$ cat config.mk
export PLATFORM = sky130hd
export DESIGN_NAME = comm_rx
export DESIGN_NICKNAME = d
export VERILOG_FILES = /design/src/rtl/comm_rx.sv
export SDC_FILE = /design/constraint.sdc
export NUM_CORES = 1
export LEC_CHECK = 0
export BUFFER_PORTS_ARGS = -buffer_cell sky130_fd_sc_hd__buf_4
export CORE_ASPECT_RATIO = 0.5
export CORE_MARGIN = 5
export CORE_UTILIZATION = 35
export CTS_CLUSTER_DIAMETER = 60
export DETAILED_ROUTE_END_ITERATION = 10
export HOLD_SLACK_MARGIN = 0.1
export SKIP_LAST_GASP = 1
export SYNTH_ARGS = -nofsm -noshare
export SYNTH_HDL_FRONTEND = slang
export SYNTH_SLANG_ARGS = --single-unit
$ cat constraint.sdc
create_clock -name sys_clk -period 2.55 [get_ports sys_clk]
set_clock_uncertainty 0.15 [all_clocks]
set_input_delay 0.255 -clock sys_clk [delete_from_list [all_inputs] [get_ports sys_clk]]
set_output_delay 0.255 -clock sys_clk [all_outputs]
set_load 0.05 [all_outputs]
$ cat src/rtl/comm_rx.sv
// comm_rx: UART-framed receiver assembling four bytes into a 32-bit word with a level interrupt/ack handshake
// Ports: sys_clk, rst_n (async active-low), rx_in (async serial, idle high), int_ack (processor ack);
//        interrupt_eth (word pending), interrupt_source_data (word), rx_overrun (sticky drop flag),
//        rx_frame_err (one-cycle bad stop/parity pulse).
// Macro COMM_RX_PARITY_EN adds an even-parity bit after bit 7 (11-bit frame); undefined gives 8N1.
module comm_rx #(
  parameter int CLKS_PER_BIT = 434,
  parameter int TIMEOUT_BITS = 32
) (
  input  logic        sys_clk,
  input  logic        rst_n,
  input  logic        rx_in,
  input  logic        int_ack,
  output logic        interrupt_eth,
  output logic [31:0] interrupt_source_data,
  output logic        rx_overrun,
  output logic        rx_frame_err
);
  localparam int CW = $clog2(CLKS_PER_BIT);
  localparam int TW = $clog2(TIMEOUT_BITS + 1);
  localparam logic [CW-1:0] LAST = CW'(CLKS_PER_BIT - 1);
  localparam logic [CW-1:0] HALF = CW'(CLKS_PER_BIT / 2 - 1);
  localparam logic [TW-1:0] TMAX = TW'(TIMEOUT_BITS);
`ifdef COMM_RX_PARITY_EN
  typedef enum logic [2:0] {IDLE, START, DATA, PARITY, STOP} state_t;
`else
  typedef enum logic [1:0] {IDLE, START, DATA, STOP} state_t;
`endif
  state_t        state_q, state_d;
  logic [2:0]    sync_q;
  logic [CW-1:0] cnt_q, cnt_d;
  logic [2:0]    bit_q, bit_d;
  logic [7:0]    sh_q, sh_d;
  logic [1:0]    idx_q, idx_d;
  logic [23:0]   asm_q, asm_d;
  logic [TW-1:0] tmo_q, tmo_d;
  logic          eth_q, eth_d, ovr_q, ovr_d, ferr_q, ferr_d;
  logic [31:0]   data_q, data_d;
  logic          rx, fall, tick, ok;
  // sync_q[1] is the synchronised line; sync_q[2] is its previous value for edge detection
  assign rx   = sync_q[1];
  assign fall = sync_q[2] & ~sync_q[1];
  assign tick = cnt_q == LAST;
`ifdef COMM_RX_PARITY_EN
  logic perr_q, perr_d;
  assign ok = rx & ~perr_q;
`else
  assign ok = rx;
`endif
  always_comb begin
    state_d = state_q;
    cnt_d   = tick ? '0 : cnt_q + 1'b1;
    bit_d   = bit_q;
    sh_d    = sh_q;
    idx_d   = idx_q;
    asm_d   = asm_q;
    tmo_d   = '0;
    eth_d   = eth_q & ~int_ack;
    ovr_d   = ovr_q & ~(eth_q & int_ack);
    data_d  = data_q;
    ferr_d  = 1'b0;
`ifdef COMM_RX_PARITY_EN
    perr_d  = perr_q;
`endif
    case (state_q)
      IDLE: begin
        // bit-time counting between bytes of a partial word; saturating
        tmo_d = (idx_q == 2'd0) ? '0 : (tick && tmo_q != TMAX) ? tmo_q + 1'b1 : tmo_q;
        if (tmo_q == TMAX) idx_d = 2'd0;
        if (fall) begin
          state_d = START;
          cnt_d   = '0;
        end
      end
      START: if (cnt_q == HALF) begin
        cnt_d   = '0;
        bit_d   = 3'd0;
        state_d = rx ? IDLE : DATA;
      end
      DATA: if (tick) begin
        sh_d  = {rx, sh_q[7:1]};
        bit_d = bit_q + 1'b1;
`ifdef COMM_RX_PARITY_EN
        if (&bit_q) state_d = PARITY;
`else
        if (&bit_q) state_d = STOP;
`endif
      end
`ifdef COMM_RX_PARITY_EN
      PARITY: if (tick) begin
        perr_d  = rx ^ (^sh_q);
        state_d = STOP;
      end
`endif
      STOP: if (tick) begin
        state_d = IDLE;
        if (ok) begin
          idx_d = idx_q + 1'b1;
          asm_d = {sh_q, asm_q[23:8]};
          // ack in the completing cycle frees the slot for the new word
          if (&idx_q) begin
            if (!eth_q || int_ack) begin
              data_d = {sh_q, asm_q};
              eth_d  = 1'b1;
            end else ovr_d = 1'b1;
          end
        end else begin
          ferr_d = 1'b1;
          idx_d  = 2'd0;
        end
      end
      default: state_d = IDLE;
    endcase
  end
  always_ff @(posedge sys_clk or negedge rst_n) begin
    if (!rst_n) begin
      sync_q  <= '1;
      state_q <= IDLE;
      cnt_q   <= '0;
      bit_q   <= '0;
      sh_q    <= '0;
      idx_q   <= '0;
      asm_q   <= '0;
      tmo_q   <= '0;
      eth_q   <= 1'b0;
      ovr_q   <= 1'b0;
      ferr_q  <= 1'b0;
      data_q  <= '0;
`ifdef COMM_RX_PARITY_EN
      perr_q  <= 1'b0;
`endif
    end else begin
      sync_q  <= {sync_q[1:0], rx_in};
      state_q <= state_d;
      cnt_q   <= cnt_d;
      bit_q   <= bit_d;
      sh_q    <= sh_d;
      idx_q   <= idx_d;
      asm_q   <= asm_d;
      tmo_q   <= tmo_d;
      eth_q   <= eth_d;
      ovr_q   <= ovr_d;
      ferr_q  <= ferr_d;
      data_q  <= data_d;
`ifdef COMM_RX_PARITY_EN
      perr_q  <= perr_d;
`endif
    end
  end
  assign interrupt_eth         = eth_q;
  assign interrupt_source_data = data_q;
  assign rx_overrun            = ovr_q;
  assign rx_frame_err          = ferr_q;
endmodule

==> flow_metrics.py, run 1 <==
metrics = {
    "layout": {
        "utilization_pct": 42.9,
        "multiInputGateArea_sq_mm": 0.00151,
        "fin_nets": 337,
        "instances_no_fill": 474,
        "regArea_sq_mm": 0.00231,
        "areaGrowthSynthToFinish_pct": 19.9,
        "final_area_sq_mm": 0.00471,
        "n_antenna_cell": 0,
        "drive_gt1_share_pct": 39.5,
        "fillers": 964,
    },
    "synth": {
        "syn_area_sq_mm": 0.00393,
        "yosysWarnings": 0,
        "synth-seq-area-share_pct": 58.8,
        "synthCells": 276,
        "yosysTopAreaCell": "dfrtp_1",
        "synth.distinct_cells": 40,
        "ys_top_cells_by_area": "dfrtp_1, mux2_4, mux2_2",
        "synth-seq-cells": 92,
        "synth_top_area_share_pct": 56.7,
        "syn_area_per_cell_sq_um": 14.2,
        "synth_fp_nets": 289,
    },
    "power_and_ir_drop": {
        "combPwrFrac_pct": 6.6,
        "pwr-share-clk_pct": 41.1,
        "pwr-share-seq_pct": 52.2,
        "power_mw": 3.03,
        "leakage_nw": 2.44,
        "power.internal_mw": 2.28,
        "switching_share_pct": 24.9,
        "ir_worst_vdd_mv": 0.280,
        "cellPowerDensity_mw_per_mm2": 645,
        "p_sw_mw": 0.756,
    },
    "floorplanning": {
        "placementRows": 27,
        "fp.dieH_um": 84.9,
        "coreArea_sq_mm": 0.0110,
        "die_x_um": 160,
        "dieArea_sq_mm": 0.0136,
        "start_util_pct": 35.7,
        "io_pins": 39,
    },
    "placement": {
        "gp_congestion": 0.865,
        "dp_cells": 455,
        "port_buffers": 38,
        "place_ws_ns": 0.422,
        "placedInstanceArea_sq_mm": 0.00439,
        "post-dp-hpwl_um": 4590,
    },
    "grt": {
        "grt_util_all_layers_pct": 10.7,
        "grt_overflow": 0,
        "grt_antenna_before_repair": 0,
        "grt_first_pass_wirelength_um": 11800,
        "grt_max_degree": 51,
        "grt_pass1_vias": 2346,
    },
    "setup_path": {
        "worstPathMaxFanout": 24,
        "crit_chain": "inv_1 > ha_1 > and4bb_1 > and3_1 > buf_4 > mux2_2",
        "crit_type": "reg2reg",
        "cpMaxStageDelayCell": "dfrtp_1",
        "cp-start-kind": "flop",
        "worstSetupEndpointType": "flop",
        "cp.arrival_ns": 2.22,
        "slowest_delay_ns": 0.40,
        "cp_data_required_time_ns": 2.62,
        "cp_top_family": "simple AND/OR/NAND/NOR gates",
        "path_buf_inv": 2,
    },
    "cts": {
        "cts-htree-levels": 3,
        "cts_num_sinks": 92,
        "cts_setup_buffers": 0,
        "cts_buffer_depth": 2,
        "clk_latency_ns": 0.34,
        "hold_buffers": 3,
        "cts_root_buffer": "clkbuf_16",
        "cts_buffers": 9,
        "clk_pin_slew_ns": 0.07,
        "cts_resized": 0,
        "cts_tree": "yes",
    },
    "timing": {
        "setup_violations": 0,
        "min_period_ns": 2.14,
        "slew_viol_final": 0,
        "slew_headroom_pct": 56.7,
        "finalHoldViolations": 0,
        "worstMarginPinSlew_ns": 0.649,
        "rsz0062_at_grt": "false",
        "max_freq_mhz": 466,
        "tns_ns": 0,
        "finalCritPeriodShare_pct": 84.1,
        "setup_slack_ns": 0.405,
        "fin_hold_ws_ns": 0.205,
    },
    "min_path": {
        "hold_path_class": "reg2reg",
    },
    "route": {
        "ant_nets": 0,
        "firstDrtPassIters": 4,
        "wl_per_cell_um": 14.5,
        "routed_wl_um": 6860,
        "vias": 2236,
        "drc": 0,
        "drt_iter0_drc": 139,
        "via_per_inst": 4.72,
    },
    "flow_run": {
        "maxCapViolCount": 0,
    },
    "run_status": {
        "status": "complete, no violations",
    },
}
## registers in the layout (all words and copies together) (netlist names), 2 cells and up, named ones only
name,count
bit_q,3
cnt_q,9
interrupt_source_data,32
sh_q,8
tmo_q,6
sync_q,3
idx_q,2
asm_q,24
## final timing paths
kind                           start        end  slack [ns]  depth (start not counted)
min in group asynchronous      rst_n   cnt_q[2]        0.35                          2
hold / removal             sync_q[0]  sync_q[1]        0.21                          0
setup / recovery            cnt_q[1]  asm_q[10]        0.41                          6
hold reg to reg            sync_q[0]  sync_q[1]        0.21                          0
max in group asynchronous      rst_n   bit_q[1]        1.26                          3
setup reg to reg            cnt_q[1]  asm_q[10]        0.41                          6
## kinds of logic (layout without fill, tap and decap cells)
kind of cell,Yosys count,count (layout),synth area share [%]
AO/OA/AOI/OAI,15,15,2.55
XOR/XNOR,11,11,2.45
adder cells (fa/ha/maj),9,9,2.87
buffers and inverters,21,74,2.90
flip-flops,92,92,58.8
multiplexers,65,65,21.5
AND/OR/NAND/NOR,63,63,9.02
## cells in the final DEF, fill, tap and decap left out, types with 2 or more instances in the layout
master	Yosys	routed
and4_1	2	2
dfrtp_1	89	89
nand3_1	8	8
dlygate4sd3_1	0	3
clkbuf_16	0	9
clkinvlp_4	0	2
or3_1	2	2
dfstp_2	3	3
mux2_4	30	30
mux2i_1	2	2
o311ai_0	2	2
nand2_1	11	11
inv_6	0	2
and3_1	3	3
o21ai_0	4	4
a22o_1	2	2
inv_1	10	10
buf_12	0	2
xor2_1	8	8
ha_1	9	9
nor2_1	19	19
and2_1	3	3
nand4_1	4	4
mux2_2	33	33
a21oi_1	4	4
buf_4	2	43
xnor2_1	3	3
## synth_stat cells
master / count
buf_6: 3
nand3b_1: 1
or3b_2: 1
nor2_1: 19
a2bb2oi_1: 1
and4_1: 2
or4_1: 1
and2_1: 3
and4b_1: 1
dfrtp_1: 89
xnor2_1: 3
nor4_2: 1
nand4_4: 1
nand3_1: 8
mux2i_1: 2
a21oi_1: 4
and4bb_1: 1
nor4_1: 1
or3_1: 2
nand4bb_1: 1
nand4_1: 4
mux2_2: 33
buf_2: 4
clkbuf_1: 1
nor3_1: 1
and3_1: 3
a31oi_1: 1
a222oi_1: 1
ha_1: 9
buf_1: 1
xor2_1: 8
o21ai_0: 4
nand2b_1: 1
nand2_1: 11
buf_4: 2
a22o_1: 2
dfstp_2: 3
o311ai_0: 2
inv_1: 10
mux2_4: 30
## final cells by class
type / instances / share of cell area, %
flip-flops and latches: 92 / 49.0
clock inverters: 7 / 1.22
clock buffers: 9 / 4.79
inverters: 10 / 0.798
repair buffers: 48 / 8.35
multi-input cells: 163 / 32.0
well taps: 145 / 3.86
## metal layers
layer	part of all wire, %	wire length (um)	GRT usage [%]	vias up
li1	-	-	-	1058
met1	47	3220	13.6	1120
met2	48	3280	17.4	49
met3	3.9	271	3.64	9
met4	1.4	98	3.78	0
met5	0	0	0	-
## power groups by stage
stage / Clock, mW / Combinational (mW) / Sequential (mW)
4_1_cts: 1.28 / 0.208 / 1.58
5_1_grt: 1.35 / 0.236 / 1.60
6_report: 1.25 / 0.201 / 1.59
2_1_floorplan: 0 / 0.132 / 1.60
3_3_place_gp: 0 / 0.195 / 1.61
3_5_place_dp: 0 / 0.202 / 1.61
Note: power is estimated with default switching activity, not from simulation.
==> run 2, diff against run 1 <==
clock period = 2.09 ns   (was 2.55 ns; I/O delays follow)
==> run 2 against run 1 <==
Non-clock buffer count increased by 8. Cell area increased by 2.6%. Die area unchanged. Power rose by 29%.
==> flow_metrics.py, run 2 (same netlist as run 1, synthesis figures left out) <==
metrics = {
    "setup_path": {
        "cp.arrival_ns": 2.06,
        "crit_type": "reg2reg",
        "cp_data_required_time_ns": 2.17,
        "worstPathMaxFanout": 18,
        "cp-start-kind": "flop",
        "worstSetupEndpointType": "flop",
    },
    "grt": {
        "grt_first_pass_wirelength_um": 12800,
        "grt_overflow": 0,
        "grt_pass1_vias": 2484,
        "grt_util_all_layers_pct": 11.6,
        "grt_use_met2_pct": 19.6,
        "grt_max_degree": 47,
        "busiest_layer": "met2",
        "gr-usage-met1_pct": 14.2,
        "grt_antenna_before_repair": 0,
        "grtUsageMet3_pct": 3.15,
    },
    "layout": {
        "fin_nets": 345,
        "regArea_sq_mm": 0.00231,
        "n_antenna_cell": 0,
        "final_area_sq_mm": 0.00483,
        "final_cell_mix": "dfrtp_1, buf_4, mux2_2, mux2_4, nor2_1",
        "multiInputGateArea_sq_mm": 0.00151,
        "largest_register_ff_count": 32,
        "fillers": 980,
        "final_common_cell": "dfrtp_1",
        "areaGrowthSynthToFinish_pct": 23.0,
        "instances_no_fill": 482,
        "drive_gt1_share_pct": 41.2,
    },
    "cts": {
        "cts_buffer_depth": 2,
        "cts_tree": "yes",
        "cts_buffers": 9,
        "cts_num_sinks": 92,
        "clk_pin_slew_ns": 0.07,
        "clk_latency_ns": 0.34,
        "cts_root_buffer": "clkbuf_16",
        "cts-htree-levels": 3,
    },
    "timing": {
        "worstMarginPinSlew_ns": 0.399,
        "rsz0062_at_grt": "false",
        "min_period_ns": 1.98,
        "tns_ns": 0,
        "finalCritPeriodShare_pct": 94.6,
        "slew_headroom_pct": 73.4,
        "finalHoldViolations": 0,
        "max_freq_mhz": 506,
        "setup_violations": 0,
        "slew_viol_final": 0,
    },
    "floorplanning": {
        "fp.dieH_um": 84.9,
        "dieArea_sq_mm": 0.0136,
        "die_x_um": 160,
        "start_util_pct": 35.7,
        "coreArea_sq_mm": 0.0110,
        "placementRows": 27,
        "io_pins": 39,
    },
    "min_path": {
        "hold_path_class": "in2async",
    },
    "route": {
        "vias": 2367,
        "routed_wl_um": 7350,
        "ant_nets": 0,
        "firstDrtPassIters": 4,
        "drt_iter0_drc": 112,
        "wl_per_cell_um": 15.2,
        "via_per_inst": 4.91,
        "drc": 0,
    },
    "power_and_ir_drop": {
        "ir_worst_vdd_mv": 0.348,
        "leakage_nw": 2.51,
        "cellPowerDensity_mw_per_mm2": 808,
        "power_mw": 3.90,
    },
    "run_status": {
        "status": "complete, no violations",
    },
    "placement": {
        "post-dp-hpwl_um": 5150,
        "gp_congestion": 0.816,
        "placedInstanceArea_sq_mm": 0.00447,
        "dp_cells": 462,
        "port_buffers": 38,
    },
    "flow_run": {
        "maxCapViolCount": 0,
    },
}
==> run 2: path summary, 6_finish.rpt <==
path / slack, ns / to / cells after the start / from
worst max-delay path: 0.11 / interrupt_source_data[0] / 6 / cnt_q[0]
worst min-delay path: 0.19 / tmo_q[2] / 2 / rst_n
worst max register to register: 0.11 / interrupt_source_data[0] / 6 / cnt_q[0]
worst min register to register: 0.21 / sync_q[1] / 0 / sync_q[0]
max in group asynchronous: 1.02 / interrupt_source_data[14] / 3 / rst_n
min in group sys_clk: 0.21 / sync_q[1] / 0 / sync_q[0]
==> run 2: through the flow <==
stage | hold slack, ns | util [%] | setup slack (ns)
after CTS | 0.206 | 43.8 | 0.0522
after global routing | 0.211 | 44.0 | 0.0149
final | 0.192 | 44.0 | 0.113
after floorplan | -0.237 | - | 0.00404
after detailed placement | 0.0271 | 40.7 | 0.0742
after global placement | 0.0137 | 40.7 | 0.117
==> run 2: area by class of cell <==
cell class | instances | share of cell area [%]
inverters | 10 | 0.777
clock buffers | 9 | 4.66
flip-flops and latches | 92 | 47.8
multi-input cells | 163 | 31.2
clock inverters | 7 | 1.68
well taps | 145 | 3.76
repair buffers | 56 | 10.2
==> run 2: worst max-delay path: stages, from the launching register on <==
cell	delay (ns)
dfrtp_1	0.41
ha_1	0.20
and4bb_1	0.21
and3_2	0.24
nand4_4	0.10
buf_12	0.19
mux2_2	0.36
==> run 2: power breakdown <==
part	total [mW]	switching, mW	internal, mW
registers	1.92	0.0648	1.85
logic	0.324	0.179	0.145
clock network	1.66	0.716	0.948
total	3.90	0.960	2.94
==> run 2: repair_timing <==
action,4_1_cts,5_1_grt
endpoints found under the setup margin,0,15
endpoints found under the hold margin,95,0
buffers inserted,0,1
gates resized for setup,0,1
hold buffers,3,0
==> run 2: per-layer routing <==
layer	share of wire [%]	wire length (um)	vias to the layer above
li1	-	-	1091
met5	0	0	-
met1	45	3320	1218
met3	3.5	259	13
met2	49	3630	45
met4	1.8	134	0
==> run 3, diff against run 2 <==
clock period = 1.69 ns   (was 2.09 ns; I/O delays follow)
==> run 3 against run 2 <==
The flow now finishes with violations (negative setup slack). Combinational power up 90%. Via count fell by 0.93%. Fmax is 2.0% higher. Global-route usage is 0.30 points higher. Largest cell class unchanged. Non-clock buffer count is 17 higher. Cell count is 3.5% higher. Flip-flop and latch count did not move. Sequential power rose by 22%. Sequential share of layout area is 2.1 points lower. Cell area up 4.7%.
==> flow_metrics.py, run 3 (same netlist as run 1, synthesis figures left out) <==
metrics = {
    "grt": {
        "grt_antenna_before_repair": 0,
        "grt_overflow": 0,
        "grt_max_degree": 36,
        "grt_pass1_vias": 2622,
        "grt_util_all_layers_pct": 11.9,
        "grt_first_pass_wirelength_um": 13000,
    },
    "cts": {
        "cts_tree": "yes",
        "cts_num_sinks": 92,
        "cts-htree-levels": 3,
        "cts_buffer_depth": 2,
        "clk_latency_ns": 0.34,
        "cts_root_buffer": "clkbuf_16",
        "cts_buffers": 9,
        "clk_pin_slew_ns": 0.07,
    },
    "floorplanning": {
        "coreArea_sq_mm": 0.0110,
        "placementRows": 27,
        "dieArea_sq_mm": 0.0136,
        "fp.dieH_um": 84.9,
        "start_util_pct": 35.7,
        "io_pins": 39,
        "die_x_um": 160,
    },
    "setup_path": {
        "worst-path-stages": 7,
        "cp.arrival_ns": 2.01,
        "slowest_delay_ns": 0.39,
        "cp_data_required_time_ns": 1.76,
        "cp_top_family": "simple AND/OR/NAND/NOR gates",
        "crit_chain": "inv_2 > ha_4 > and4bb_1 > and3_4 > nand4_4 > buf_12 > mux2_4",
        "cp-start-kind": "flop",
        "path_buf_inv": 2,
        "crit_type": "reg2reg",
        "worstPathMaxFanout": 14,
        "worstSetupEndpointType": "flop",
        "ff2ff_path_depth": 7,
        "cpMaxStageDelayCell": "dfrtp_1",
    },
    "min_path": {
        "hold_path_class": "in2async",
    },
    "timing": {
        "rsz0062_at_grt": "true",
        "min_period_ns": 1.94,
        "worstMarginPinSlew_ns": 0.448,
        "finalCritPeriodShare_pct": 115,
        "max_freq_mhz": 516,
        "setup_slack_ns": -0.247,
        "slew_viol_final": 0,
        "tns_ns": -15.56,
        "finalHoldViolations": 0,
        "slew_headroom_pct": 70.1,
        "setup_violations": 84,
    },
    "run_status": {
        "violations": "negative setup slack",
        "status": "complete, but fails checks",
    },
    "placement": {
        "port_buffers": 38,
        "dp_cells": 478,
        "post-dp-hpwl_um": 5150,
        "gp_congestion": 0.809,
    },
    "layout": {
        "final_common_cell": "dfrtp_1",
        "areaGrowthSynthToFinish_pct": 28.8,
        "n_antenna_cell": 0,
        "largest_register_ff_count": 32,
        "instances_no_fill": 499,
        "fin_nets": 362,
        "drive_gt1_share_pct": 46.3,
        "final_cell_mix": "dfrtp_1, buf_4, mux2_2, mux2_4, nor2_1",
        "utilization_pct": 46.0,
    },
    "route": {
        "drc": 0,
        "firstDrtPassIters": 4,
        "wl_per_cell_um": 14.8,
        "via_per_inst": 4.70,
        "routed_wl_um": 7390,
        "drt_iter0_drc": 107,
        "ant_nets": 0,
        "vias": 2345,
    },
    "power_and_ir_drop": {
        "ir_worst_vdd_mv": 0.558,
        "cellPowerDensity_mw_per_mm2": 1020,
        "leakage_nw": 2.62,
    },
    "flow_run": {
        "maxCapViolCount": 0,
    },
}
==> run 3: final timing paths <==
check	startpoint	to	slack, ns
setup / recovery	cnt_q[1]	interrupt_source_data[23]	-0.25
hold / removal	rst_n	interrupt_source_data[29]	0.16
setup reg to reg	cnt_q[1]	interrupt_source_data[23]	-0.25
hold reg to reg	sync_q[0]	sync_q[1]	0.21
max in group asynchronous	rst_n	sync_q[0]	0.59
min in group sys_clk	sync_q[0]	sync_q[1]	0.21
==> run 3: final cells by class <==
| class | instances | area [sq um] |
|---|---|---|
| well taps | 145 | 181 |
| repair buffers | 73 | 622 |
| fillers | 964 | 5930 |
| flip-flops and latches | 92 | 2310 |
| clock buffers | 9 | 225 |
| clock inverters | 7 | 108 |
| inverters | 10 | 37.5 |
| multi-input cells | 163 | 1570 |
==> run 3: stage by stage <==
| step | cell area, sq um | total power, mW | setup WS [ns] | hold slack (ns) |
|---|---|---|---|---|
| floorplan | 3960 | 2.63 | -0.376 | -0.277 |
| global placement | 4610 | 2.88 | -0.263 | -0.00446 |
| detailed placement | 4610 | 2.90 | -0.288 | 0.00609 |
| CTS | 5050 | 5.21 | -0.238 | 0.179 |
| global route | 5050 | 5.43 | -0.320 | 0.201 |
| finish | 5050 | 5.17 | -0.247 | 0.163 |
==> run 3: per-layer routing <==
layer  track usage [%]  vias to the layer above  share of wire, %
li1                  -                     1112                 -
met1              14.8                     1178                47
met2              19.7                       40                49
met3              3.64                       15               2.6
met4              4.25                        0               1.7
met5                 0                        -                 0
==> run 3: repair_timing <==
item,4_1_cts,5_1_grt
setup endpoints to repair,84,88
resized for setup,16,1
pin swaps,2,1
endpoints found under the hold margin,92,0
setup buffers,3,0
hold buffers,3,0
==> run 3: report_power, final <==
part           switching [mW]  internal, mW
Combinational           0.304         0.312
Sequential             0.0550          2.29
Clock                   0.885          1.32
==> run 3: worst register-to-register path, cell delays in order, from the launching register on <==
cell      delay [ns]
dfrtp_1         0.39
inv_2           0.08
ha_4            0.12
and4bb_1        0.23
and3_4          0.22
nand4_4         0.13
buf_12          0.21
mux2_4          0.31
